--- src/rtl/alu_arbiter.sv ---
// Two-port round-robin front end for one shared combinational ALU, with a
// one-entry response buffer tagged by requester id.
module alu_arbiter #(
  parameter int W   = 32,
  parameter int WOP = 6
) (
  input  logic           clk,
  input  logic           rst,
  input  logic           req0_valid,
  output logic           req0_ready,
  input  logic [WOP-1:0] req0_op,
  input  logic [W-1:0]   req0_a,
  input  logic [W-1:0]   req0_b,
  input  logic           req1_valid,
  output logic           req1_ready,
  input  logic [WOP-1:0] req1_op,
  input  logic [W-1:0]   req1_a,
  input  logic [W-1:0]   req1_b,
  output logic [WOP-1:0] alu_op,
  output logic [W-1:0]   alu_a,
  output logic [W-1:0]   alu_b,
  input  logic [W-1:0]   alu_r,
  input  logic           alu_overflow,
  input  logic           alu_zero,
  output logic           rsp_valid,
  input  logic           rsp_ready,
  output logic           rsp_id,
  output logic [W-1:0]   rsp_r,
  output logic           rsp_overflow,
  output logic           rsp_zero
);

  logic         rsp_valid_q, rsp_valid_d;
  logic         rsp_id_q, rsp_id_d;
  logic [W-1:0] rsp_r_q, rsp_r_d;
  logic         rsp_ovf_q, rsp_ovf_d;
  logic         rsp_zero_q, rsp_zero_d;
  logic         prio_q, prio_d;

  logic can_issue, fire0, fire1, fire;

  // The buffer slot frees up in the same cycle it drains, so issue can overlap.
  assign can_issue  = !rst && (!rsp_valid_q || rsp_ready);
  assign req0_ready = can_issue && (!prio_q || !req1_valid);
  assign req1_ready = can_issue && ( prio_q || !req0_valid);

  // At most one of these can be high: with both valid only the prio port is ready.
  assign fire0 = req0_valid && req0_ready;
  assign fire1 = req1_valid && req1_ready;
  assign fire  = fire0 || fire1;

  always_comb begin
    alu_op = '0;
    alu_a  = '0;
    alu_b  = '0;
    if (fire0) begin
      alu_op = req0_op;
      alu_a  = req0_a;
      alu_b  = req0_b;
    end else if (fire1) begin
      alu_op = req1_op;
      alu_a  = req1_a;
      alu_b  = req1_b;
    end
  end

  always_comb begin
    rsp_valid_d = rsp_valid_q;
    rsp_id_d    = rsp_id_q;
    rsp_r_d     = rsp_r_q;
    rsp_ovf_d   = rsp_ovf_q;
    rsp_zero_d  = rsp_zero_q;
    prio_d      = prio_q;
    if (fire) begin
      rsp_valid_d = 1'b1;
      rsp_id_d    = fire1;
      rsp_r_d     = alu_r;
      rsp_ovf_d   = alu_overflow;
      rsp_zero_d  = alu_zero;
      prio_d      = !fire1;
    end else if (rsp_ready) begin
      rsp_valid_d = 1'b0;
    end
  end

  always_ff @(posedge clk) begin
    if (rst) begin
      rsp_valid_q <= 1'b0;
      rsp_id_q    <= 1'b0;
      rsp_r_q     <= '0;
      rsp_ovf_q   <= 1'b0;
      rsp_zero_q  <= 1'b0;
      prio_q      <= 1'b0;
    end else begin
      rsp_valid_q <= rsp_valid_d;
      rsp_id_q    <= rsp_id_d;
      rsp_r_q     <= rsp_r_d;
      rsp_ovf_q   <= rsp_ovf_d;
      rsp_zero_q  <= rsp_zero_d;
      prio_q      <= prio_d;
    end
  end

  assign rsp_valid    = rsp_valid_q;
  assign rsp_id       = rsp_id_q;
  assign rsp_r        = rsp_r_q;
  assign rsp_overflow = rsp_ovf_q;
  assign rsp_zero     = rsp_zero_q;

endmodule

--- config.mk ---
export PLATFORM = sky130hd
export DESIGN_NAME = alu_arbiter
export DESIGN_NICKNAME = d
export VERILOG_FILES = /design/src/rtl/alu_arbiter.sv
export SDC_FILE = /design/constraint.sdc
export NUM_CORES = 1
export LEC_CHECK = 0
export BUFFER_PORTS_ARGS = -buffer_cell sky130_fd_sc_hd__buf_2
export CORE_AREA = 2 2 110 112
export CTS_CLUSTER_SIZE = 40
export DETAILED_ROUTE_END_ITERATION = 12
export DIE_AREA = 0 0 112 114
export GPL_TIMING_DRIVEN = 0
export PLACE_DENSITY = 0.59
export SLEW_MARGIN = 20
export SYNTH_ARGS = -nofsm -noshare
export SYNTH_HDL_FRONTEND = slang
export SYNTH_SLANG_ARGS = --single-unit
export TNS_END_PERCENT = 50
--- constraint.sdc ---
create_clock -name clk -period 2.05 [get_ports clk]
set_clock_uncertainty 0.1 [all_clocks]
set_input_delay 0.41 -clock clk [delete_from_list [all_inputs] [get_ports clk]]
set_output_delay 0.41 -clock clk [all_outputs]
set_load 0.02 [all_outputs]
==> results_dict.tcl <==
set metrics [dict create \
    cts_tree "built" \
    antenna_found_initial 6 \
    place_hpwl_um 10300 \
    crit_path_top_delay_cell "dfxtp_2" \
    finalPower_mw 2.53 \
    dr.pass1.iters 4 \
    hold_violations 0 \
    rows 40 \
    fp.dieW_um 112 \
    worst_slack_ns -0.140 \
    critPathRequiredTime_ns 1.54 \
    crit_fanout 5 \
    layout-drive-gt1-share 0.594 \
    io_pins 287 \
    clockRootBuffer "clkbuf_16" \
    drc_errors 0 \
    die_y_um 114 \
    syn_inst 263 \
    final_nets 746 \
    portBuffers 286 \
    yosys.area.top_type_share 0.328 \
    cpMostUsedCell "buf_6" \
    synth_top_area_cell "dfxtp_1" \
    slew_violations 0 \
    drv_cap 0 \
    critical_path.cell_chain "nor2b_4 -> nor4b_4 -> buf_6 -> buf_12 -> buf_16 -> a22o_1 -> buf_6" \
    start_util 0.193 \
    n_fill_cell 1204 \
    cts.reportedPaths.clkPinSlew_ns 0.06 \
    h-tree-depth 2 \
    yosysWarnings 0 \
    max_freq_mhz 457 \
    grt_overflow 0 \
    cp-end-kind "primary output" \
    leakage_nw 2.48 \
    violations "negative setup slack" \
    syn-num-nets 442 \
    cpPeakStageDelay_ns 0.36 \
    worstPathArrival_ns 1.68 \
    seq_area_frac_synth 0.328 \
    postCtsHoldBufs 0 \
    grt_max_degree 12 \
    synth_area_leaders "dfxtp_1, a22o_1, o211ai_1" \
    synth_ff_type "dfxtp_1" \
    path_class "reg -> out" \
    synth_cell_types 22 \
    syn_area_um2 2260 \
    synth_seq_cells 37 \
    vias 3461 \
    wl_um 12700 \
    start_kind "flip-flop" \
    synth_edf_count 0 \
    insertion_delay_ns 0.27 \
    worst_pin_slew_ns 0.555 \
    grt_usage 0.181 \
    grt_pass1_vias 3430 \
    ir_drop_uv 502 \
    antenna_left 0 \
    place_ws_ns -0.332 \
    fin_util 0.395 \
    avgSynthCellArea_um2 8.59 \
    slew_headroom 0.628 \
    period_share 1.07 \
    setup_violations 71 \
    period_needed_ns 2.19 \
    core_area_um2 11700 \
    cts_buffers 5 \
    hold_path.class "in -> reg" \
    syn_to_final_growth_pct 105 \
    grt_first_pass_wirelength_um 18400 \
    power.density_nw_per_um2 547 \
    status "complete, but fails checks" \
    hold_ws_ns 0.257 \
    clockBufferDepth 2 \
    dieArea_um2 12800 \
    wl_per_cell_um 17.6 \
    setup_tns_ns -5.85 \
    viasPerCell 4.81 \
    place.gp.congestion 0.932 \
    detail_route.iter0.violations 164 \
    cts_sinks 37 \
    rsz0062_at_grt "true" \
    ys_async_sr_fraction 0 \
]
[layout by cell type (no fill, tap or decap), drive strengths merged, types with 2 or more instances in the layout]
cell	synthesis	layout
nand2	36	36
a22o	70	70
buf	25	321
diode	0	6
nand4	34	34
nor3	2	2
nor2b	2	2
clkbuf	13	20
o211ai	34	34
dfxtp	37	37
[cells in the mapped netlist, drive strengths merged (2+ instances only)]
library cell	n
nor2b	2
clkbuf	13
dfxtp	37
buf	25
o211ai	34
nor3	2
nand2	36
nand4	34
a22o	70
[metal layers]
metal	vias to the layer above	track usage	wire (um)
met4	0	0.0545	353
met1	1606	0.202	4710
met3	23	0.0393	947
li1	1660	-	-
met2	172	0.343	6700
met5	-	0	0
[final cells by class]
type / instances / area (um^2) / area share
Buffer: 34 / 226 / 0.0489
Antenna cell: 6 / 15.0 / 0.00324
Timing Repair Buffer: 301 / 1920 / 0.415
Sequential cell: 37 / 743 / 0.161
Multi-Input combinational cell: 187 / 1390 / 0.300
Tap cell: 147 / 184 / 0.0397
Clock inverter: 1 / 7.51 / 0.00162
Clock buffer: 6 / 139 / 0.0300
Inverter: 1 / 3.75 / 0.000811
[metrics by stage]
stage | std cells | cell area [um^2]
3_3_place_gp | 696 | 3870
5_1_grt | 718 | 4620
6_report | 720 | 4630
2_1_floorplan | 263 | 2260
4_1_cts | 715 | 4510
3_5_place_dp | 696 | 3870
[worst max-delay path: cells and delay by family (launching register included)]
kind                   cells  cell delay [ns]
and+or+nand+nor            2             0.34
buffers and inverters      4             0.53
DFF                        1             0.36
AOI/OAI and AO/OA          1             0.17
[worst paths after layout]
check             from        end  cells past startpoint  slack [ns]
min reg2reg     rsp_id     rsp_id                      2        0.36
max reg2reg  rsp_valid  rsp_r[30]                      6        0.30
min          alu_r[24]  rsp_r[24]                      3        0.26
max             prio_q  alu_b[13]                      7       -0.14
[flip-flops by register name, indices dropped and copies added, names as in the netlist]
name and cells:
prio_q 1, rsp_id 1, rsp_overflow 1, rsp_r 32, rsp_valid 1, rsp_zero 1
[cells by family after synthesis]
group	after synthesis	share of synthesized area
AND/OR/NAND/NOR	80	0.184
buffers and inverters	39	0.0947
AO/OA/AOI/OAI	107	0.393
flip-flops	37	0.328
[repair_timing]
| item | in CTS | in global routing |
|---|---|---|
| gates resized for setup | 116 | 27 |
| endpoints found under the setup margin | 71 | 71 |
| pin swaps | 10 | 6 |
| cloned | 5 | 1 |
| setup buffers | 10 | 0 |
[report_power, final]
| group | leakage (nW) | total (mW) | internal, mW | switching (mW) |
|---|---|---|---|---|
| registers | 0.307 | 0.802 | 0.774 | 0.0281 |
| logic | 2.11 | 0.970 | 0.462 | 0.508 |
| clock network | 0.0690 | 0.762 | 0.476 | 0.286 |
| total | 2.48 | 2.53 | 1.71 | 0.821 |
Power figures use the tool's default switching activity.
